**src/rtl/seq_alu_hs.sv**
```systemverilog
// seq_alu_hs: registered ALU with valid/ready handshakes.
// Shifts run one bit per cycle; packed-BCD add runs one digit per cycle.
module seq_alu_hs #(
  parameter int WIDTH = 8,
  parameter int SHW   = 4
) (
  input  logic             clk,
  input  logic             rst_n,
  input  logic             in_valid,
  output logic             in_ready,
  input  logic [WIDTH-1:0] inA,
  input  logic [WIDTH-1:0] inB,
  input  logic [3:0]       sel,
  input  logic [SHW-1:0]   sh,
  output logic             out_valid,
  input  logic             out_ready,
  output logic [WIDTH-1:0] out,
  output logic             carry,
  output logic             zero,
  output logic             err
);
  localparam int DIGITS = WIDTH / 4;
  localparam int DW = $clog2(DIGITS + 1);
  localparam int CW = (SHW > DW) ? SHW : DW;

  localparam logic [3:0] OP_ADD = 4'h0;
  localparam logic [3:0] OP_SUB = 4'h1;
  localparam logic [3:0] OP_AND = 4'h2;
  localparam logic [3:0] OP_OR  = 4'h3;
  localparam logic [3:0] OP_XOR = 4'h4;
  localparam logic [3:0] OP_SHL = 4'h5;
  localparam logic [3:0] OP_SHR = 4'h6;
  localparam logic [3:0] OP_ROL = 4'h7;
  localparam logic [3:0] OP_BCD = 4'h8;

  typedef enum logic [1:0] {
    S_IDLE,
    S_BUSY,
    S_DONE
  } state_t;

  state_t           state_q;
  logic [3:0]       op_q;
  logic [WIDTH-1:0] a_q, b_q, out_q;
  logic [CW-1:0]    cnt_q;
  logic             cy_q, bad_q;
  logic             carry_q, zero_q, err_q;

  logic [WIDTH:0]   sum_w, dif_w;
  logic [WIDTH-1:0] imm_d, step_d;
  logic             imm_c_d, imm_e_d, imm_go_d;
  logic             bcd_bad_d, step_c_d;
  logic [5:0]       dsum;
  logic [3:0]       dig;

  always_comb begin
    sum_w = {1'b0, inA} + {1'b0, inB};
    dif_w = {1'b0, inA} - {1'b0, inB};
    imm_d = '0;
    imm_c_d = 1'b0;
    imm_e_d = 1'b0;
    imm_go_d = 1'b1;
    bcd_bad_d = 1'b0;
    for (int i = 0; i < DIGITS; i++) begin
      if (inA[4*i +: 4] > 4'd9 || inB[4*i +: 4] > 4'd9)
        bcd_bad_d = 1'b1;
    end
    case (sel)
      OP_ADD: begin
        imm_d = sum_w[WIDTH-1:0];
        imm_c_d = sum_w[WIDTH];
      end
      OP_SUB: begin
        imm_d = dif_w[WIDTH-1:0];
        imm_c_d = dif_w[WIDTH];
      end
      OP_AND: imm_d = inA & inB;
      OP_OR:  imm_d = inA | inB;
      OP_XOR: imm_d = inA ^ inB;
      OP_SHL, OP_SHR, OP_ROL: begin
        imm_d = inA;
        imm_go_d = (sh == '0);
      end
      OP_BCD: imm_go_d = 1'b0;
      default: imm_e_d = 1'b1;
    endcase
  end

  // BCD digits enter at the top of a_q so the result lands in order
  always_comb begin
    dsum = 6'(a_q[3:0]) + 6'(b_q[3:0]) + 6'(cy_q);
    dig = dsum[3:0];
    step_d = '0;
    step_c_d = 1'b0;
    unique case (1'b1)
      op_q == OP_SHL: begin
        step_d = a_q << 1;
        step_c_d = a_q[WIDTH-1];
      end
      op_q == OP_SHR: begin
        step_d = a_q >> 1;
        step_c_d = a_q[0];
      end
      op_q == OP_ROL: begin
        step_d = {a_q[WIDTH-2:0], a_q[WIDTH-1]};
      end
      default: begin
        if (dsum > 6'd9) begin
          dig = dsum[3:0] + 4'd6;
          step_c_d = 1'b1;
        end
        step_d = (a_q >> 4) | (WIDTH'(dig) << (WIDTH - 4));
      end
    endcase
  end

  always_ff @(posedge clk) begin
    if (!rst_n) begin
      state_q <= S_IDLE;
      op_q    <= '0;
      a_q     <= '0;
      b_q     <= '0;
      cnt_q   <= '0;
      cy_q    <= 1'b0;
      bad_q   <= 1'b0;
      out_q   <= '0;
      carry_q <= 1'b0;
      zero_q  <= 1'b0;
      err_q   <= 1'b0;
    end else begin
      unique case (state_q)
        S_IDLE: begin
          if (in_valid) begin
            op_q  <= sel;
            a_q   <= inA;
            b_q   <= inB;
            cy_q  <= 1'b0;
            bad_q <= (sel == OP_BCD) && bcd_bad_d;
            cnt_q <= (sel == OP_BCD) ? CW'(DIGITS) : CW'(sh);
            if (imm_go_d) begin
              out_q   <= imm_d;
              carry_q <= imm_c_d;
              zero_q  <= (imm_d == '0);
              err_q   <= imm_e_d;
              state_q <= S_DONE;
            end else begin
              state_q <= S_BUSY;
            end
          end
        end
        S_BUSY: begin
          a_q   <= step_d;
          b_q   <= b_q >> 4;
          cy_q  <= step_c_d;
          cnt_q <= cnt_q - CW'(1);
          if (cnt_q == CW'(1)) begin
            out_q   <= step_d;
            carry_q <= step_c_d;
            zero_q  <= (step_d == '0);
            err_q   <= bad_q;
            state_q <= S_DONE;
          end
        end
        S_DONE: begin
          if (out_ready)
            state_q <= S_IDLE;
        end
        default: state_q <= S_IDLE;
      endcase
    end
  end

  assign in_ready  = (state_q == S_IDLE);
  assign out_valid = (state_q == S_DONE);
  assign out       = out_q;
  assign carry     = carry_q;
  assign zero      = zero_q;
  assign err       = err_q;

endmodule

```
**config.mk**
```make
export PLATFORM = sky130hd
export DESIGN_NAME = seq_alu_hs
export DESIGN_NICKNAME = d
export VERILOG_FILES = /design/src/rtl/seq_alu_hs.sv
export SDC_FILE = /design/constraint.sdc
export NUM_CORES = 1
export LEC_CHECK = 0
export ABC_AREA = 1
export BUFFER_PORTS_ARGS = -buffer_cell sky130_fd_sc_hd__buf_2
export CORE_MARGIN = 2
export CORE_UTILIZATION = 64
export DETAILED_ROUTE_END_ITERATION = 6
export PLACE_DENSITY = 0.95
export SLEW_MARGIN = 20
export SYNTH_ARGS = -nofsm -noshare
export SYNTH_HDL_FRONTEND = slang
export SYNTH_SLANG_ARGS = --single-unit
```
**constraint.sdc**
```tcl
create_clock -name clk -period 6.6 [get_ports clk]
set_input_delay 1.32 -clock clk [delete_from_list [all_inputs] [get_ports clk]]
set_output_delay 1.32 -clock clk [all_outputs]
set_load 0.01 [all_outputs]
```
==> results of run 1 <==
per-layer routing:
metal / wire length (µm) / vias up
met4: 421 / 0
met5: 0 / -
met3: 1040 / 51
li1: - / 1899
met2: 4680 / 268
met1: 3980 / 1813
power groups by stage:
stage	combinational (mW)	sequential [mW]	clock (mW)
2_1_floorplan	0.175	0.280	0
3_3_place_gp	0.237	0.278	0
3_5_place_dp	0.244	0.279	0
4_1_cts	0.248	0.274	0.196
5_1_grt	0.283	0.278	0.207
6_report	0.253	0.275	0.200
worst register-to-register path, delay by kind of cell (launching register included):
family / cells / cell delay (ns)
buffers and inverters: 3 / 0.18
AOI/OAI and AO/OA: 3 / 0.44
DFF: 1 / 0.41
adders and majority gates: 3 / 0.83
and+or+nand+nor: 4 / 0.65
registers in the layout, summed over array words and instances (netlist names):
register	flops
state_q	2
zero	1
b_q	8
carry	1
out	8
cnt_q	4
err	1
bad_q	1
op_q	4
cy_q	1
a_q	8
through the flow:
step                total power, mW  hold slack [ns]   util
global route                  0.768            0.481  0.732
CTS                           0.718            0.463  0.732
detailed placement            0.523            0.453  0.711
floorplan                     0.455            0.441      -
global placement              0.515            0.449  0.711
finish                        0.728            0.464  0.732
Yosys cell counts (all sizes together) (2+ instances only):
library cell  number
or2                3
nor2              55
xor2               2
nand3             73
o22ai              7
clkbuf             9
o31ai              2
a31oi             15
o21ai             24
ha                30
nand2            148
nand4             11
nand3b             2
fa                 4
buf                9
nor3               2
dfxtp             39
inv               85
o211ai             6
a21oi             32
final timing paths:
path	endpoint	slack [ns]	cells past startpoint
setup / recovery	zero	3.57	16
hold reg to reg	b_q[5]	0.46	2
setup reg to reg	a_q[7]	4.01	13
hold / removal	b_q[5]	0.46	2
cell type report:
| cell class | instances | area (µm²) | share of cell area |
|---|---|---|---|
| Tap cell | 70 | 87.6 | 0.0233 |
| Sequential cell | 39 | 781 | 0.207 |
| Clock buffer | 5 | 68.8 | 0.0183 |
| Timing Repair Buffer | 41 | 208 | 0.0552 |
| Clock inverter | 3 | 43.8 | 0.0116 |
| Multi-Input combinational cell | 422 | 2250 | 0.599 |
| Inverter | 86 | 323 | 0.0857 |
logic make-up after synthesis:
| kind of cell | synth area share |
|---|---|
| compound gates | 0.146 |
| flops | 0.226 |
| simple gates | 0.368 |
| xor+xnor | 0.00762 |
| buf+inv | 0.120 |
| fa+ha+maj | 0.132 |
==> results.json, run 1 <==
{
  "status": "complete, no violations",
  "cts_tree": "done",
  "drive_above_1_share": 0.104,
  "synth_area_leaders": "dfxtp_1, nand2_1, ha_1",
  "cp.arrival_ns": 3.22,
  "syn_nets": 627,
  "gp_congestion": 1.03,
  "p_sw_frac": 0.373,
  "viasPerCell": 6.05,
  "cp-start-kind": "input pin",
  "grt_max_degree": 28,
  "fill_cells": 468,
  "finalSetupViolations": 0,
  "core_um2": 5140,
  "antenna_found_initial": 0,
  "synthToLayoutAreaGrowth_pct": 9.22,
  "max-cap-violations": 0,
  "wire_per_inst_um": 15.2,
  "worstHoldPathType": "register to register",
  "grt_pass1_vias": 3699,
  "max_slew_margin": 0.362,
  "avgSynthCellArea_um2": 6.10,
  "fin_crit_ns": 3.03,
  "dp_slack_ns": 3.38,
  "slew_viol_final": 0,
  "cts_made_buffers": 5,
  "grt_pass1_wl_um": 16600,
  "synthesis.area_um2": 3450,
  "dpl_cell_area_um2": 3650,
  "setup_ws_ns": 3.57,
  "crit_top_cell": "nor2_1",
  "rsz0062_at_grt": "no",
  "postCtsHoldBufs": 0,
  "vias": 4031,
  "worstHoldStart": "b_q[5]",
  "p_int_mw": 0.457,
  "cpMaxStageDelayCell": "ha_1",
  "fin_crit_sh": 0.459,
  "finalInstanceArea_um2": 3760,
  "synthArstFlopShare": 0,
  "drt_iter0_markers": 447,
  "dp.cells": 658,
  "netlist_instances": 565,
  "post_cts_buffers": 0,
  "gr-usage-all-layers": 0.342,
  "crit_buf_inv": 3,
  "layout.nets": 657,
  "grt_busiest_layer": "met2",
  "hold_viol": 0,
  "comb_power_share": 0.348,
  "fin_skew_ns": 0.00929,
  "finalSetupTns_ns": 0,
  "fmax_ghz": 0.330,
  "yosysSeqAreaShare": 0.226,
  "max-vdd-ir-drop_mv": 0.0979,
  "drc": 0,
  "met2_usage": 0.558,
  "netlist.area_leader.share": 0.226,
  "clockBufferDepth": 2,
  "yosys.area.top_type": "dfxtp_1",
  "hpwl_um": 7680,
  "clock_latency_ns": 0.30,
  "yosysWarnings": 0,
  "p_leak_nw": 1.92,
  "cts_resized": 0,
  "fin_cells": 666,
  "die_area_um2": 5990,
  "grt-ovfl-total": 0,
  "num_antenna_cells": 0,
  "startpoint": "inA[3]",
  "clock-sinks": 39,
  "synth_cell_types": 34,
  "path_max_fanout": 8,
  "gr-usage-met3": 0.0605,
  "synth-edff-count": 0,
  "final_cell_mix": "nand2_1, inv_1, nand3_1, nor2_1, buf_2",
  "root_buffer": "clkbuf_8",
  "cp_cell_sequence": "buf_2 > inv_1 > ha_1 > inv_1 > a21oi_1 > nand2_1 > nand2_1 > nand2_1 > nor2_1 > nor2_1 > nand3_1 > nor2_1 > nand3_1 > nor2_1 > nor2_1 > nor2_1",
  "synth-seq-cells": 39,
  "p_switching_mw": 0.271,
  "r2r_start": "a_q[0]",
  "htreeDepth": 2,
  "cp_top_family": "simple AND/OR/NAND/NOR gates",
  "worstMarginPinSlew_ns": 0.956,
  "clk_pin_slew_ns": 0.08,
  "die-width_um": 77.4,
  "pin_count": 41,
  "wl_um": 10100,
  "layout_commonest_cell": "nand2_1",
  "drtPass1Iterations": 5,
  "power_density_nw_per_um2": 193,
  "grtUsageMet1": 0.431,
  "critPathRequiredTime_ns": 6.79,
  "io_buffers": 40,
  "critPathMaxStageDelay_ns": 0.41,
  "rows": 26,
  "p_seq_frac": 0.377,
  "worstSetupPathType": "input pin to register",
  "die_h_um": 77.4,
  "ys.flop_type": "dfxtp_1",
  "clockPowerShare": 0.275,
  "initial_core_util": 0.671,
  "ant_nets": 0,
  "critPathCaptureType": "register"
}
(Power assumes the default switching activity.)
==> run 2: changes to the inputs <==
--- a/config.mk
+++ b/config.mk
@@ -8,9 +8,9 @@
 export ABC_AREA = 1
 export BUFFER_PORTS_ARGS = -buffer_cell sky130_fd_sc_hd__buf_2
 export CORE_MARGIN = 2
-export CORE_UTILIZATION = 64
+export CORE_UTILIZATION = 54
 export DETAILED_ROUTE_END_ITERATION = 6
-export PLACE_DENSITY = 0.95
+export PLACE_DENSITY = 0.87
 export SLEW_MARGIN = 20
 export SYNTH_ARGS = -nofsm -noshare
 export SYNTH_HDL_FRONTEND = slang
==> constraint.sdc (replaced) <==
create_clock -name clk -period 2.7 [get_ports clk]
set_input_delay 0.54 -clock clk [delete_from_list [all_inputs] [get_ports clk]]
set_output_delay 0.54 -clock clk [all_outputs]
set_load 0.01 [all_outputs]
==> run 2 against run 1 <==
Combinational power up 150%. Sequential cell count unchanged. Highest routed layer unchanged. Die area up 18%. Register-to-register slack worse by 3.8 ns. Core utilization down 12 points. Clock power rose to 2.9 times the previous value. Final area up 2.6%. Critical endpoint unchanged. Setup slack worse by 3.4 ns. Sequential share of layout area down 0.49 points. Wire length down 3.2%.
==> results.json, run 2 (same netlist as run 1, synthesis figures left out) <==
{
  "status": "complete, no violations",
  "viasPerCell": 5.68,
  "cp_top_family": "simple AND/OR/NAND/NOR gates",
  "die_h_um": 83.9,
  "gp_congestion": 1.03,
  "clk_pin_slew_ns": 0.08,
  "cp.arrival_ns": 2.70,
  "wl_um": 9790,
  "cts_tree": "done",
  "path_max_fanout": 3,
  "num_antenna_cells": 0,
  "power_density_nw_per_um2": 487,
  "fin_crit_sh": 0.928,
  "cp_cell_sequence": "fa_1 > inv_1 > fa_1 > or2_2 > nand2_1 > inv_1 > ha_1 > o21ai_0 > nand2_1 > inv_1 > a21oi_1 > nand3_1 > nand2_1 > nor2_1 > nor2_1",
  "htreeDepth": 2,
  "layout_commonest_cell": "nand2_1",
  "rsz0062_at_grt": "no",
  "slew_viol_final": 0,
  "worst_hold_slack_ns": 0.463,
  "cp-start-kind": "register",
  "grt_max_degree": 25,
  "p_int_mw": 1.22,
  "die_area_um2": 7040,
  "die-width_um": 83.9,
  "drc": 0,
  "pin_count": 41,
  "fmax_ghz": 0.399,
  "initial_core_util": 0.549,
  "drtPass1Iterations": 5,
  "dp_slack_ns": 0.0910,
  "io_buffers": 40,
  "wire_per_inst_um": 14.4,
  "cpMaxStageDelayCell": "fa_1",
  "drt_iter0_markers": 382,
  "grt-ovfl-total": 0,
  "p_sw_frac": 0.350,
  "gr-usage-all-layers": 0.281,
  "p_seq_frac": 0.357,
  "synthToLayoutAreaGrowth_pct": 12.1,
  "crit_buf_inv": 3,
  "clockPowerShare": 0.310,
  "clockBufferDepth": 2,
  "core_um2": 6280,
  "antenna_found_initial": 0,
  "finalSetupViolations": 0,
  "max-vdd-ir-drop_mv": 0.337,
  "fin_crit_ns": 2.51,
  "setup_ws_ns": 0.195,
  "critPathMaxStageDelay_ns": 0.39,
  "p_leak_nw": 1.97,
  "layout.nets": 666,
  "worstMarginPinSlew_ns": 0.632,
  "worstHoldPathType": "register to register",
  "max-cap-violations": 0,
  "critPathRequiredTime_ns": 2.90,
  "p_switching_mw": 0.658,
  "critPathCaptureType": "register",
  "hold_viol": 0,
  "max_slew_margin": 0.576,
  "root_buffer": "clkbuf_8",
  "fin_cells": 682,
  "clock_latency_ns": 0.30,
  "ant_nets": 0,
  "cts_made_buffers": 5,
  "rows": 29,
  "vias": 3872,
  "dp.cells": 674,
  "drive_above_1_share": 0.117,
  "grt_pass1_vias": 3525,
  "worstSetupPathType": "register to register",
  "clock-sinks": 39,
  "hpwl_um": 7740,
  "final_cell_mix": "nand2_1, inv_1, nand3_1, nor2_1, buf_2",
  "post_cts_buffers": 0,
  "fin_skew_ns": 0.0123,
  "finalSetupTns_ns": 0,
  "comb_power_share": 0.333,
  "grt_pass1_wl_um": 16300
}
-- run 2: cell types whose count changed in the layout (fill, tap and decap cells not counted) --
cell | previous run | this run
dfxtp_2 | 0 | 1
clkinv_2 | 1 | 0
dfxtp_1 | 39 | 38
clkinv_4 | 1 | 0
buf_4 | 1 | 10
bufinv_16 | 1 | 2
clkbuf_1 | 0 | 1
-- run 2: worst reg2reg max path, delay by kind of cell, from the launching register on --
kind / cells / cell delay [ns]
AOI/OAI and AO/OA: 2 / 0.23
adders and majority gates: 3 / 0.79
buffers and inverters: 3 / 0.18
and+or+nand+nor: 7 / 0.81
DFF: 1 / 0.37
-- run 2: metal layers --
metal,wire length [µm],vias to the layer above,track usage,share of wire
met2,4560,176,0.452,0.47
met5,0,-,0,0
met4,361,0,0.133,0.037
met1,4170,1745,0.378,0.43
met3,704,32,0.0287,0.072
li1,-,1919,-,-
-- run 2: what timing repair did --
item / CTS / global route
gates resized for setup: 0 / 1
hold buffers: 0 / 0
endpoints found under the setup margin: 0 / 1
-- run 2: layout make-up --
type | instances | area (µm²)
sequential | 39 | 782
timing repair buffer | 50 | 275
inverter | 86 | 323
clock inverter | 2 | 60.1
clock buffer | 6 | 72.6
tap | 77 | 96.3
multi-input combinational | 422 | 2250
fill | 598 | 2410
-- run 2: metrics by stage --
stage	power (mW)	util	instance area (µm²)
2_1_floorplan	1.11	-	3450
3_3_place_gp	1.29	0.594	3730
3_5_place_dp	1.30	0.594	3730
4_1_cts	1.87	0.615	3860
5_1_grt	2.00	0.615	3860
6_report	1.88	0.615	3860
-- run 2: worst paths after layout --
path	from	endpoint	slack (ns)	cells past startpoint
hold / removal	b_q[4]	b_q[4]	0.46	2
hold reg to reg	b_q[4]	b_q[4]	0.46	2
setup / recovery	b_q[0]	zero	0.19	15
setup reg to reg	b_q[0]	zero	0.19	15
-- run 2: power by group through the flow --
stage                     sequential, mW  clock [mW]  combinational, mW
after floorplan                    0.685           0              0.428
after global placement             0.682           0              0.603
after detailed placement           0.683           0              0.613
after CTS                          0.671       0.582              0.616
after global routing               0.678       0.611              0.711
final                              0.672       0.583              0.627
==> run 3: changes to the inputs <==
--- a/config.mk
+++ b/config.mk
@@ -8,9 +8,9 @@
 export ABC_AREA = 1
 export BUFFER_PORTS_ARGS = -buffer_cell sky130_fd_sc_hd__buf_2
 export CORE_MARGIN = 2
-export CORE_UTILIZATION = 54
+export CORE_UTILIZATION = 40
 export DETAILED_ROUTE_END_ITERATION = 6
-export PLACE_DENSITY = 0.87
+export PLACE_DENSITY = 0.7
 export SLEW_MARGIN = 20
 export SYNTH_ARGS = -nofsm -noshare
 export SYNTH_HDL_FRONTEND = slang
==> run 3 against run 2 <==
Sequential share of layout area hardly changed. Fmax down 0.19%. Final area is essentially flat. Setup slack got worse by 0.0048 ns. Non-clock buffer count fell by 3. Wire length increased by 2.7%. Count of clock-buffer cells in the layout unchanged. Cell count up 3.7%. Clock skew shrank 0.0038 ns. Global-route usage fell by 6.9 points.
==> results.json, run 3 (same netlist as run 1, synthesis figures left out) <==
{
  "status": "complete, no violations",
  "crit_buf_inv": 3,
  "max-vdd-ir-drop_mv": 0.197,
  "cpMaxStageDelayCell": "fa_1",
  "worstMarginPinSlew_ns": 0.641,
  "finalSetupViolations": 0,
  "clock_latency_ns": 0.30,
  "multi_input_area_um2": 2250,
  "num_antenna_cells": 0,
  "fmax_ghz": 0.398,
  "drc": 0,
  "io_buffers": 40,
  "antenna_found_initial": 0,
  "setup_ws_ns": 0.190,
  "die-width_um": 96.8,
  "path_max_fanout": 4,
  "fin_crit_sh": 0.930,
  "cp_cell_sequence": "fa_1 > inv_1 > fa_1 > or2_2 > nand2_1 > inv_1 > ha_1 > o21ai_0 > nand2_1 > inv_1 > a21oi_1 > nand3_1 > nand2_1 > nor2_1 > nor2_1",
  "cp.arrival_ns": 2.70,
  "cp_top_family": "adder cells",
  "root_buffer": "clkbuf_8",
  "drt_iter0_markers": 264,
  "postCtsHoldBufs": 0,
  "gp_congestion": 1.04,
  "grt_pass1_wl_um": 16700,
  "fill_cells": 873,
  "vias": 3809,
  "dp.cells": 699,
  "initial_core_util": 0.415,
  "cts_tree": "done",
  "synthToLayoutAreaGrowth_pct": 12.1,
  "die_h_um": 96.8,
  "core_um2": 8300,
  "wire_per_inst_um": 14.2,
  "pin_count": 41,
  "dp_slack_ns": 0.158,
  "critPathMaxStageDelay_ns": 0.40,
  "wl_um": 10100,
  "rsz0062_at_grt": "no",
  "slew_viol_final": 0,
  "worstHoldPathType": "register to register",
  "worstSetupPathType": "register to register",
  "max-cap-violations": 0,
  "clockBufferDepth": 2,
  "htreeDepth": 2,
  "die_area_um2": 9380,
  "final_cell_mix": "nand2_1, inv_1, nand3_1, nor2_1, buf_2",
  "rows": 33,
  "cts_made_buffers": 5,
  "hpwl_um": 8060,
  "grt-ovfl-total": 0,
  "power_density_nw_per_um2": 472,
  "critPathRequiredTime_ns": 2.89,
  "clock-sinks": 39,
  "viasPerCell": 5.39,
  "fin_cells": 707,
  "finalSetupTns_ns": 0,
  "fin_crit_ns": 2.51,
  "gr-usage-all-layers": 0.212,
  "max_slew_margin": 0.570,
  "hold_viol": 0,
  "fin_skew_ns": 0.00846,
  "layout.nets": 663,
  "layout_commonest_cell": "nand2_1",
  "critPathCaptureType": "register",
  "grt_max_degree": 28,
  "drive_above_1_share": 0.115,
  "p_leak_nw": 1.95,
  "drtPass1Iterations": 5,
  "grt_pass1_vias": 3444,
  "ant_nets": 0,
  "worst_hold_slack_ns": 0.467,
  "regArea_um2": 782,
  "clk_pin_slew_ns": 0.09,
  "cp-start-kind": "register"
}
==> run 3: cell count changes in the layout (fill, tap and decap cells not counted), sizes merged <==
cell    delta
buf        -3
bufinv     -1
inv        +1
==> run 3: repair_timing <==
| item | 4_1_cts | 5_1_grt |
|---|---|---|
| setup endpoints to repair | 0 | 3 |
| setup buffers | 0 | 0 |
| resized for setup | 0 | 1 |
==> run 3: through the flow <==
step           utilization  power, mW  instance area [µm²]
6_report             0.466       1.82                 3860
3_5_place_dp         0.451       1.30                 3740
3_3_place_gp         0.451       1.29                 3740
5_1_grt              0.466       1.94                 3860
4_1_cts              0.465       1.82                 3860
2_1_floorplan            -       1.11                 3450
==> run 3: final cells by class <==
cell class / instances / area share
clock buffers: 6 / 0.0214
clock inverters: 2 / 0.0100
inverters: 86 / 0.0835
multi-input cells: 422 / 0.583
flip-flops and latches: 39 / 0.202
well taps: 105 / 0.0340
repair buffers: 47 / 0.0654
==> run 3: worst paths after layout <==
kind                            cells past startpoint      to  slack [ns]   start
worst min register to register                      2  b_q[4]        0.47  b_q[4]
worst max register to register                     15    zero        0.19  a_q[0]
worst max-delay path                               15    zero        0.19  a_q[0]
worst min-delay path                                2  b_q[4]        0.47  b_q[4]
==> run 3: layer usage <==
| metal | up-vias | part of all wire | wire length [µm] | global-route usage |
|---|---|---|---|---|
| met3 | 33 | 0.065 | 650 | 0.0217 |
| li1 | 1906 | - | - | - |
| met2 | 170 | 0.46 | 4630 | 0.342 |
| met5 | - | 0 | 0 | 0 |
| met1 | 1700 | 0.44 | 4380 | 0.284 |
| met4 | 0 | 0.039 | 392 | 0.0964 |
==> run 3: power by group <==
part           leakage (nW)  switching, mW  internal (mW)
clock                0.0618          0.226          0.304
sequential            0.321         0.0363          0.633
combinational          1.57          0.408          0.216
==> run 3: worst register-to-register path: cells and delay by family, from the launching register on <==
family	cells	cell delay [ns]
simple gates	7	0.80
fa+ha+maj	3	0.81
buf+inv	3	0.18
flops	1	0.37
compound gates	2	0.25
